<file path="src/rtl/fc2_inference_sequencer_if.sv">
// Handshake/bus bundle for fc2_inference_sequencer: upstream activations, layer link, result port.
// master is the sequencer's view; slave is the surrounding environment's view.
interface fc2_inference_sequencer_if #(
  parameter int unsigned DW = 16
) ();
  logic [DW-1:0] act_data;
  logic          act_valid;
  logic          act_ready;
  logic          fc_start;
  logic [DW-1:0] fc_in_data;
  logic          fc_in_valid;
  logic [DW-1:0] fc_out_data;
  logic          fc_out_valid;
  logic          fc_done;
  logic [3:0]    class_id;
  logic [DW-1:0] class_score;
  logic          class_valid;
  logic          class_ready;

  modport master (
    input  act_data, act_valid, fc_out_data, fc_out_valid, fc_done, class_ready,
    output act_ready, fc_start, fc_in_data, fc_in_valid, class_id, class_score, class_valid
  );

  modport slave (
    output act_data, act_valid, fc_out_data, fc_out_valid, fc_done, class_ready,
    input  act_ready, fc_start, fc_in_data, fc_in_valid, class_id, class_score, class_valid
  );
endinterface

</file>
<file path="src/rtl/fc2_inference_sequencer.sv">
// Buffers N_IN activations, replays them into the 32->10 output layer, argmaxes the logits.
// Optional FC2_WATCHDOG_EN adds a WAIT-state timeout that forces a result and sets err.
module fc2_inference_sequencer #(
  parameter int unsigned N_IN      = 32,
  parameter int unsigned N_OUT     = 10,
  parameter int unsigned DW        = 16,
  parameter int unsigned WD_CYCLES = 1024
) (
  input  logic                         clk,
  input  logic                         reset,
  fc2_inference_sequencer_if.master    bus,
  output logic                         busy,
  output logic                         err
);
  localparam int unsigned IdxW = (N_IN > 1) ? $clog2(N_IN) : 1;
  localparam int unsigned PtrW = $clog2(N_IN + 1);
  localparam int unsigned CntW = $clog2(N_OUT + 1) + 1;
  localparam logic [PtrW-1:0] LastWr  = PtrW'(N_IN - 1);
  localparam logic [IdxW-1:0] LastRd  = IdxW'(N_IN - 1);
  localparam logic [CntW-1:0] NOutCnt = CntW'(N_OUT);

  typedef enum logic [2:0] {StIdle, StLoad, StArm, StWait, StResult} state_e;

  state_e                 state_q, state_d;
  logic [PtrW-1:0]        buf_cnt_q, buf_cnt_d;
  logic [IdxW-1:0]        rd_ptr_q, rd_ptr_d;
  logic [DW-1:0]          act_buf [N_IN];
  logic [CntW-1:0]        logit_cnt_q, logit_cnt_d;
  logic [3:0]             best_idx_q, best_idx_d;
  logic signed [DW-1:0]   best_val_q, best_val_d;
  logic                   fc_start_q, fc_start_d;
  logic                   fc_in_valid_q, fc_in_valid_d;
  logic [DW-1:0]          fc_in_data_q, fc_in_data_d;
  logic                   err_q, err_d;
  logic                   act_hs;
`ifdef FC2_WATCHDOG_EN
  localparam int unsigned WdW = $clog2(WD_CYCLES + 1);
  localparam logic [WdW-1:0] WdLast = WdW'(WD_CYCLES - 1);
  logic [WdW-1:0]         wd_cnt_q, wd_cnt_d;
`endif

  always_comb begin
    state_d       = state_q;
    buf_cnt_d     = buf_cnt_q;
    rd_ptr_d      = rd_ptr_q;
    logit_cnt_d   = logit_cnt_q;
    best_idx_d    = best_idx_q;
    best_val_d    = best_val_q;
    fc_start_d    = 1'b0;
    fc_in_valid_d = 1'b0;
    fc_in_data_d  = '0;
    err_d         = err_q;
    act_hs        = 1'b0;
`ifdef FC2_WATCHDOG_EN
    wd_cnt_d      = wd_cnt_q;
`endif
    unique case (state_q)
      StIdle: begin
        if (bus.act_valid) begin
          act_hs    = 1'b1;
          buf_cnt_d = buf_cnt_q + 1'b1;
          if (buf_cnt_q == LastWr) begin
            state_d       = StLoad;
            rd_ptr_d      = '0;
            fc_start_d    = 1'b1;
            fc_in_valid_d = 1'b1;
            // word 0 may be the one arriving this very edge when N_IN == 1
            fc_in_data_d  = (buf_cnt_q == '0) ? bus.act_data : act_buf[0];
          end
        end
      end
      StLoad: begin
        fc_start_d = 1'b1;
        if (rd_ptr_q == LastRd) begin
          state_d = StArm;
        end else begin
          rd_ptr_d      = rd_ptr_q + 1'b1;
          fc_in_valid_d = 1'b1;
          fc_in_data_d  = act_buf[rd_ptr_d];
        end
      end
      StArm: begin
        state_d     = StWait;
        logit_cnt_d = '0;
        best_idx_d  = '0;
        best_val_d  = '0;
`ifdef FC2_WATCHDOG_EN
        wd_cnt_d    = '0;
`endif
      end
      StWait: begin
        if (bus.fc_out_valid) begin
          // strict compare keeps the lowest index on ties; surplus logits only count
          if (logit_cnt_q < NOutCnt &&
              (logit_cnt_q == '0 || $signed(bus.fc_out_data) > best_val_q)) begin
            best_idx_d = logit_cnt_q[3:0];
            best_val_d = $signed(bus.fc_out_data);
          end
          if (logit_cnt_q != '1) logit_cnt_d = logit_cnt_q + 1'b1;
        end
        if (bus.fc_done) begin
          state_d = StResult;
          if (logit_cnt_d != NOutCnt) err_d = 1'b1;
        end
`ifdef FC2_WATCHDOG_EN
        else if (wd_cnt_q == WdLast) begin
          state_d = StResult;
          err_d   = 1'b1;
        end else begin
          wd_cnt_d = wd_cnt_q + 1'b1;
        end
`endif
      end
      StResult: begin
        if (bus.class_ready) begin
          state_d   = StIdle;
          buf_cnt_d = '0;
        end
      end
      default: state_d = StIdle;
    endcase
  end

  always_ff @(posedge clk) begin
    if (reset) begin
      state_q       <= StIdle;
      buf_cnt_q     <= '0;
      rd_ptr_q      <= '0;
      logit_cnt_q   <= '0;
      best_idx_q    <= '0;
      best_val_q    <= '0;
      fc_start_q    <= 1'b0;
      fc_in_valid_q <= 1'b0;
      fc_in_data_q  <= '0;
      err_q         <= 1'b0;
`ifdef FC2_WATCHDOG_EN
      wd_cnt_q      <= '0;
`endif
    end else begin
      state_q       <= state_d;
      buf_cnt_q     <= buf_cnt_d;
      rd_ptr_q      <= rd_ptr_d;
      logit_cnt_q   <= logit_cnt_d;
      best_idx_q    <= best_idx_d;
      best_val_q    <= best_val_d;
      fc_start_q    <= fc_start_d;
      fc_in_valid_q <= fc_in_valid_d;
      fc_in_data_q  <= fc_in_data_d;
      err_q         <= err_d;
`ifdef FC2_WATCHDOG_EN
      wd_cnt_q      <= wd_cnt_d;
`endif
    end
  end

  // Activation storage needs no reset; buf_cnt alone defines what is valid.
  always_ff @(posedge clk) begin
    if (act_hs) act_buf[buf_cnt_q[IdxW-1:0]] <= bus.act_data;
  end

  assign bus.act_ready   = (state_q == StIdle);
  assign bus.fc_start    = fc_start_q;
  assign bus.fc_in_valid = fc_in_valid_q;
  assign bus.fc_in_data  = fc_in_data_q;
  assign bus.class_id    = best_idx_q;
  assign bus.class_score = best_val_q;
  assign bus.class_valid = (state_q == StResult);
  assign busy            = (state_q != StIdle);
  assign err             = err_q;
endmodule

</file>
<file path="src/flat_wrapper.sv">
// flat-port wrapper written by rule: the top's interface ports become plain ports
module fc2_inference_sequencer_flat 
#(
  parameter int unsigned N_IN      = 32,
  parameter int unsigned N_OUT     = 10,
  parameter int unsigned DW        = 16,
  parameter int unsigned WD_CYCLES = 1024
)
  (clk, reset, busy, err, bus_act_data, bus_act_valid, bus_fc_out_data, bus_fc_out_valid, bus_fc_done, bus_class_ready, bus_act_ready, bus_fc_start, bus_fc_in_data, bus_fc_in_valid, bus_class_id, bus_class_score, bus_class_valid);
  fc2_inference_sequencer_if #(.DW(DW)) bus_i ();
  input  logic clk;
  input  logic reset;
  output logic busy;
  output logic err;
  input wire logic [$bits(bus_i.act_data)-1:0] bus_act_data;
  input wire logic [$bits(bus_i.act_valid)-1:0] bus_act_valid;
  input wire logic [$bits(bus_i.fc_out_data)-1:0] bus_fc_out_data;
  input wire logic [$bits(bus_i.fc_out_valid)-1:0] bus_fc_out_valid;
  input wire logic [$bits(bus_i.fc_done)-1:0] bus_fc_done;
  input wire logic [$bits(bus_i.class_ready)-1:0] bus_class_ready;
  output wire logic [$bits(bus_i.act_ready)-1:0] bus_act_ready;
  output wire logic [$bits(bus_i.fc_start)-1:0] bus_fc_start;
  output wire logic [$bits(bus_i.fc_in_data)-1:0] bus_fc_in_data;
  output wire logic [$bits(bus_i.fc_in_valid)-1:0] bus_fc_in_valid;
  output wire logic [$bits(bus_i.class_id)-1:0] bus_class_id;
  output wire logic [$bits(bus_i.class_score)-1:0] bus_class_score;
  output wire logic [$bits(bus_i.class_valid)-1:0] bus_class_valid;
  assign bus_i.act_data = bus_act_data;
  assign bus_i.act_valid = bus_act_valid;
  assign bus_i.fc_out_data = bus_fc_out_data;
  assign bus_i.fc_out_valid = bus_fc_out_valid;
  assign bus_i.fc_done = bus_fc_done;
  assign bus_i.class_ready = bus_class_ready;
  assign bus_act_ready = bus_i.act_ready;
  assign bus_fc_start = bus_i.fc_start;
  assign bus_fc_in_data = bus_i.fc_in_data;
  assign bus_fc_in_valid = bus_i.fc_in_valid;
  assign bus_class_id = bus_i.class_id;
  assign bus_class_score = bus_i.class_score;
  assign bus_class_valid = bus_i.class_valid;
  fc2_inference_sequencer #(.N_IN(N_IN), .N_OUT(N_OUT), .DW(DW), .WD_CYCLES(WD_CYCLES)) u_core (.clk(clk), .reset(reset), .bus(bus_i), .busy(busy), .err(err));
endmodule
</file>
<file path="config.mk">
export PLATFORM = sky130hd
export DESIGN_NAME = fc2_inference_sequencer_flat
export DESIGN_NICKNAME = d
export VERILOG_FILES = /design/src/rtl/fc2_inference_sequencer_if.sv /design/src/rtl/fc2_inference_sequencer.sv /design/src/flat_wrapper.sv
export SDC_FILE = /design/constraint.sdc
export NUM_CORES = 1
export LEC_CHECK = 0
export BUFFER_PORTS_ARGS = -buffer_cell sky130_fd_sc_hd__buf_2
export CAP_MARGIN = 10
export CORE_ASPECT_RATIO = 0.6
export CORE_MARGIN = 10
export CORE_UTILIZATION = 50
export CTS_BUF_LIST = sky130_fd_sc_hd__clkbuf_16
export DETAILED_ROUTE_END_ITERATION = 8
export PLACE_DENSITY_LB_ADDON = 0.12
export SYNTH_ARGS = -nofsm -noshare
export SYNTH_HDL_FRONTEND = slang
export SYNTH_SLANG_ARGS = --single-unit
</file>
<file path="constraint.sdc">
create_clock -name clk -period 2.44 [get_ports clk]
set_input_delay 0.122 -clock clk [delete_from_list [all_inputs] [get_ports clk]]
set_output_delay 0.122 -clock clk [all_outputs]
set_load 0.01 [all_outputs]
</file>
Yosys cells after proc, flatten, opt, wreduce, memory -nomap -nowiden
Memories as Yosys holds them, arrays and structs flattened.
Cells that the tools add are included.
- multiplexer cells: 37
- order comparisons: 2
- reductions and logical operators: 14
- equality and inequality tests: 16
- $add $sub $neg: 3
- operators by type and width (cell ; number):
    2-to-1 mux 16 bit ; 6
    case mux 16 bit (2 select lines) ; 2
    2-to-1 mux 5 bit ; 6
    case mux 5 bit (2 select lines) ; 2
    greater-than comparator 16 bit ; 1
    2-to-1 mux 3 bit ; 5
    case mux 3 bit (5 select lines) ; 1
    2-to-1 mux 6 bit ; 2
    case mux 6 bit (2 select lines) ; 1
    adder 5 x 1 -> 5 bit (second input constant) ; 2
    inequality test 2 bit (second input constant) ; 5
    AND reduction 3 bit ; 3
    2-to-1 mux 4 bit ; 2
    case mux 4 bit (2 select lines) ; 1
    2-to-1 mux 1 bit ; 7
    adder 6 x 1 -> 6 bit (second input constant) ; 1
    equality test 3 x 2 -> 1 bit (second input constant) ; 2
    equality test 6 x 5 -> 1 bit (second input constant) ; 1
    logical NOT 6 bit ; 1
    inequality test 2 x 1 -> 1 bit (second input constant) ; 3
    nonzero test 2 bit ; 3
    equality test 5 bit (second input constant) ; 1
    logical NOT 5 bit ; 1
    less-than comparator 5 x 4 -> 1 bit (second input constant) ; 1
    other kinds (11) ; 12
- bits of input ports: 38
- memories kept: 1
- register bits after elaboration: 58
- bits in writable memories: 512
- output and inout bits: 42
- word-level logic and storage cells: 83
- memories (memory ; words ; bits a word ; read ports ; clocked after Yosys merged registers in ; wr ports ; RTL line ; RTL):
    u_core.act_buf ; 32 ; 16 ; 2 ; 0 ; 1 ; fc2_inference_sequencer.sv:27 ; logic [DW-1:0] act_buf [N_IN];

Logic depth before layout (Yosys ltp)
- word-level depth: 6
- mapped depth: 10
- depth with buffers taken out: 8

Worst setup path before layout
OpenSTA, ideal clock, no wires.
- path kind: register to register
- start: reg u_core.state_q[0]
- end: mem u_core.act_buf[14][0], enable pin
- period minus slack after synthesis: 2.391 ns
- stages on the path, launching flop included: 7
- data arrival time: 2.002 ns
- required time: 2.052 ns
- path slack: 0.049 ns
- path through: dfxtp_1 -> buf_2 -> nor3_2 -> and2_0 -> buf_2 -> nand2_1 -> nor2_1
- cells in the longest elaborated chain, start to end: 4
- ends and longest elaborated chain (element ; RTL line ; RTL):
    from (decl) ; fc2_inference_sequencer.sv:24 ; state_e state_q, state_d;
    from (signal assigned) ; fc2_inference_sequencer.sv:126 ; state_q <= StIdle;
    from (signal assigned) ; fc2_inference_sequencer.sv:140 ; state_q <= state_d;
    logical NOT 3 bit ; - ;
    net bus_act_ready ; flat_wrapper.sv:21 ; output wire logic [$bits(bus_i.act_ready)-1:0] bus_act_ready;
    2-to-1 mux 1 bit ; fc2_inference_sequencer.sv:57 ; unique case (state_q)
    2-to-1 mux 1 bit ; fc2_inference_sequencer.sv:158 ; if (act_hs) act_buf[buf_cnt_q[IdxW-1:0]] <= bus.act_data;
    2-to-1 mux 1 bit (not written as such) ; fc2_inference_sequencer.sv:158 ;
    to (decl) ; fc2_inference_sequencer.sv:27 ;
The timed path passes the listed nets, and every way through them passes these cells.

Final worst setup path
- start: reg u_core.best_val_q[15], in the netlist u_core.bus.class_score[15]
- end: reg u_core.best_val_q[1], in the netlist u_core.bus.class_score[1]
- cells in the longest elaborated chain, start to end: 5
- ends and longest elaborated chain (element ; RTL line ; RTL):
    from (decl) ; fc2_inference_sequencer.sv:30 ; logic signed [DW-1:0] best_val_q, best_val_d;
    from (signal assigned) ; fc2_inference_sequencer.sv:145 ; best_val_q <= best_val_d;
    greater-than comparator 16 bit ; fc2_inference_sequencer.sv:95 ; (logit_cnt_q == '0 || $signed(bus.fc_out_data) > best_val_q)) begin
    logical OR 1 bit ; fc2_inference_sequencer.sv:95 ;
    logical AND 1 bit ; fc2_inference_sequencer.sv:94 ; if (logit_cnt_q < NOutCnt &&
    inequality test 2 x 1 -> 1 bit (no line) ; - ;
    AND reduction 3 bit (no line) ; - ;
Every way passes these cells.
A chain may end at the register's enable or synchronous reset.

==> metrics.txt <==
status complete, no violations; Post-synth top cells edfxtp_1 (512), mux4_2 (128), nor2_1 (78); # placed instances 2035; number of synthesized flops with an enable pin approximately 510; WHS Path Cells 1; initial antenna violation count 1; Final Hold Vio Count 0; Post-Layout Cell Count between 2000 and 2500; grt ovf 0; full die area 55500 um^2; met1 GRT Util about a third; Final setup viols 0; Sw Share about a fifth; Reg clk slew, reported paths 70 ps; layout cells sized above 1 between 30% and 40%; largest net degree at the start of global routing 41; PD cells just over 700 nW/um^2; Max Slew Vio Count 0; part of the power in the clock network 43.0%; total wire length 59900 um; combinational share of power under 10%; vias in the first global route between 10000 and 15000; boundary pin count 80; die width roughly 300 um; Syn Nets 1347; syn avg cell area about 18 um^2; CTS tree done; number of remaining DRC errors 0; 1st-pass router iterations 5; Syn Inst Count 1285; Sw Pwr around 0.004 W; GP Congestion about 0.81; CTS H-tree lvls 2; Core ar. 45300 um^2; R2R cell count 10; R2R Setup Slk ~84 ps; post-synthesis register bit count 570; Hold Path Class input pin to register; hold_sp bus_act_data[15]; CP Data Arrival Time approximately 2800 ps; Clock Skew approximately 32 ps; CP Class register to register; Final WS setup 84.4 ps; Clock Latency Late Sink ~590 ps; Rel. slew slack 20.8%; CP endpoint kind register; first-pass GRT wire length approximately 87000 um; top cells by area, synth edfxtp_1 (66%), mux4_2 (12%), dfxtp_1 (5.0%), mux2i_1 (1.4%), a21oi_1 (1.4%); cell leakage power between 8 and 9 nW; RR Endpoint u_core.bus.class_score[1]; detail-routed via count per cell between 6 and 7; met3 usage roughly 4.4%; Post-Syn Area between 20000 and 25000 um^2; top cell type's share of synthesized area around two thirds; Max-Cap Viols 0; Routed Antenna Nets 0; post-synth cell types 54; worst vdd ir a little over 0.6 mV; dominant synthesized flop cell edfxtp_1; Port Buffer Count slightly below 80; Num Clock Sinks 570; Cell Rows 60; Hold Path End u_core.act_buf[27][15]; count leader, synth edfxtp_1; r2r startpoint u_core.bus.class_score[15]; Root Buffer clkbuf_16; largest area contributor in the netlist edfxtp_1; Syn. warnings 0; CP Max Fanout 12; Filler cells 3231; Total Routing Usage GR a little over a fifth; Starting DRT DRC Count 1668; Int Power around 0.016 W; GR peak layer met1; HPWL Detailed slightly below 40000 um; pre-CTS setup slack -185 ps; Critical Path RT ~2900 ps; minimum clock period approximately 2400 ps; hold slack 40.0 ps; Longest Clk Path Bufs 3; Tightest Pin Transition between 1000 and 1500 ps; WL/cell ~28 um; Critical Path Source Type register; post-route clock period utilization a little over nine tenths; Starting Density about 51%; Die Y approximately 190 um; power share of the sequential group 54.3%; layout net count roughly 1600; via count approximately 13000; asr flop ratio synth 0%; grt met2 use 28.4%; Area Overhead vs Synth 20.8%; Num CTS Buffers a little over 50; Peak Freq 425 MHz; register area share after synthesis 71.5%
==> critical path, cell delays in order, from the launching register on <==
cell,delay (ps)
dfxtp_1,330
inv_1,60
ha_1,340
nand4_1,100
buf_4,180
nor3_4,230
a21boi_2,230
nor4_4,80
buf_4,200
o311ai_0,340
o21ai_1,130
==> power groups by stage <==
stage                     Combinational (W)  Clock [W]  Sequential, W
after floorplan                    0.000181          0         0.0109
after global placement             0.000466          0         0.0109
after detailed placement           0.000474          0         0.0109
after CTS                          0.000510    0.00860         0.0107
after global routing               0.000558    0.00902         0.0107
final                              0.000523    0.00846         0.0107
==> flip-flops by register name, indices dropped and copies added, names as in the netlist <==
name,flops
u_core.act_buf,512
u_core.bus.class_score,16
u_core.bus.fc_in_data,16
u_core.buf_cnt_q,6
u_core.logit_cnt_q,5
u_core.rd_ptr_q,5
u_core.bus.class_id,4
u_core.state_q,3
u_core.bus.fc_in_valid,1
u_core.bus.fc_start,1
u_core.err,1
==> per-stage QoR <==
stage               power [W]  setup TNS, ps  area [um^2]  util (%)
finish                 0.0197              0        27900      61.7
global route           0.0203          -52.1        27900      61.7
CTS                    0.0198          -2.45        27700      61.3
detailed placement     0.0114           -819        25600      56.6
global placement       0.0114           -597        25600      56.6
floorplan              0.0111              0        23100         -
==> repair_timing <==
item,CTS,global route
setup buffers,0,3
pin swaps,0,6
endpoints found under the hold margin,135,0
endpoints found under the setup margin,23,37
resized for setup,9,30
gates cloned,0,2
hold buffers,30,0
==> worst max path at each step <==
stage / to / cells after the start / slack, ps / from
3_3_place_gp: u_core.bus.fc_in_data[3] / 9 / -160 / u_core.rd_ptr_q[0]
4_1_cts: u_core.bus.fc_in_data[11] / 9 / -2 / u_core.rd_ptr_q[0]
3_5_place_dp: u_core.bus.fc_in_data[11] / 9 / -180 / u_core.rd_ptr_q[0]
2_1_floorplan: u_core.act_buf[14][0] / 6 / 50 / u_core.state_q[0]
5_1_grt: u_core.bus.class_score[4] / 10 / -20 / u_core.bus.class_score[15]
6_report: u_core.bus.class_score[1] / 10 / 80 / u_core.bus.class_score[15]
==> area by class of cell <==
cell class	instances	area [um^2]	share of cell area (%)
well taps	620	776	2.78
inverters	25	93.8	0.336
multi-input cells	605	6270	22.5
repair buffers	250	2460	8.82
clock buffers	52	1300	4.66
clock inverters	44	469	1.68
diodes	3	7.51	0.0269
flip-flops and latches	570	16500	59.2
==> cells by family after synthesis <==
kind of cell / Yosys count / share of synthesized area, %
XOR/XNOR: 4 / 0.152
multiplexers: 178 / 14.9
adder cells (fa/ha/maj): 24 / 1.30
AO/OA/AOI/OAI: 180 / 5.01
flip-flops: 570 / 71.5
buffers and inverters: 110 / 2.30
AND/OR/NAND/NOR: 219 / 4.85
==> placed cells by master (no fill, tap or decap), drive strengths merged, types with 17 or more instances in the layout <==
cell type and count:
edfxtp 512, buf 218, mux4 128, nor2 78, a21oi 65, dfxtp 58, clkbuf 54, nor2b 39
a211oi 36, inv 34, mux2i 33, nand2 30, dlygate4sd3 30, nand4 24, ha 24, o21ai 24
a22oi 21, o311ai 20, mux2 17
==> layer usage <==
metal	wire length [um]	up-vias
li1	-	5641
met2	25100	633
met5	0	-
met4	1060	0
met1	28100	6884
met3	5620	74
No activity file was read; power rests on OpenSTA's default activity.
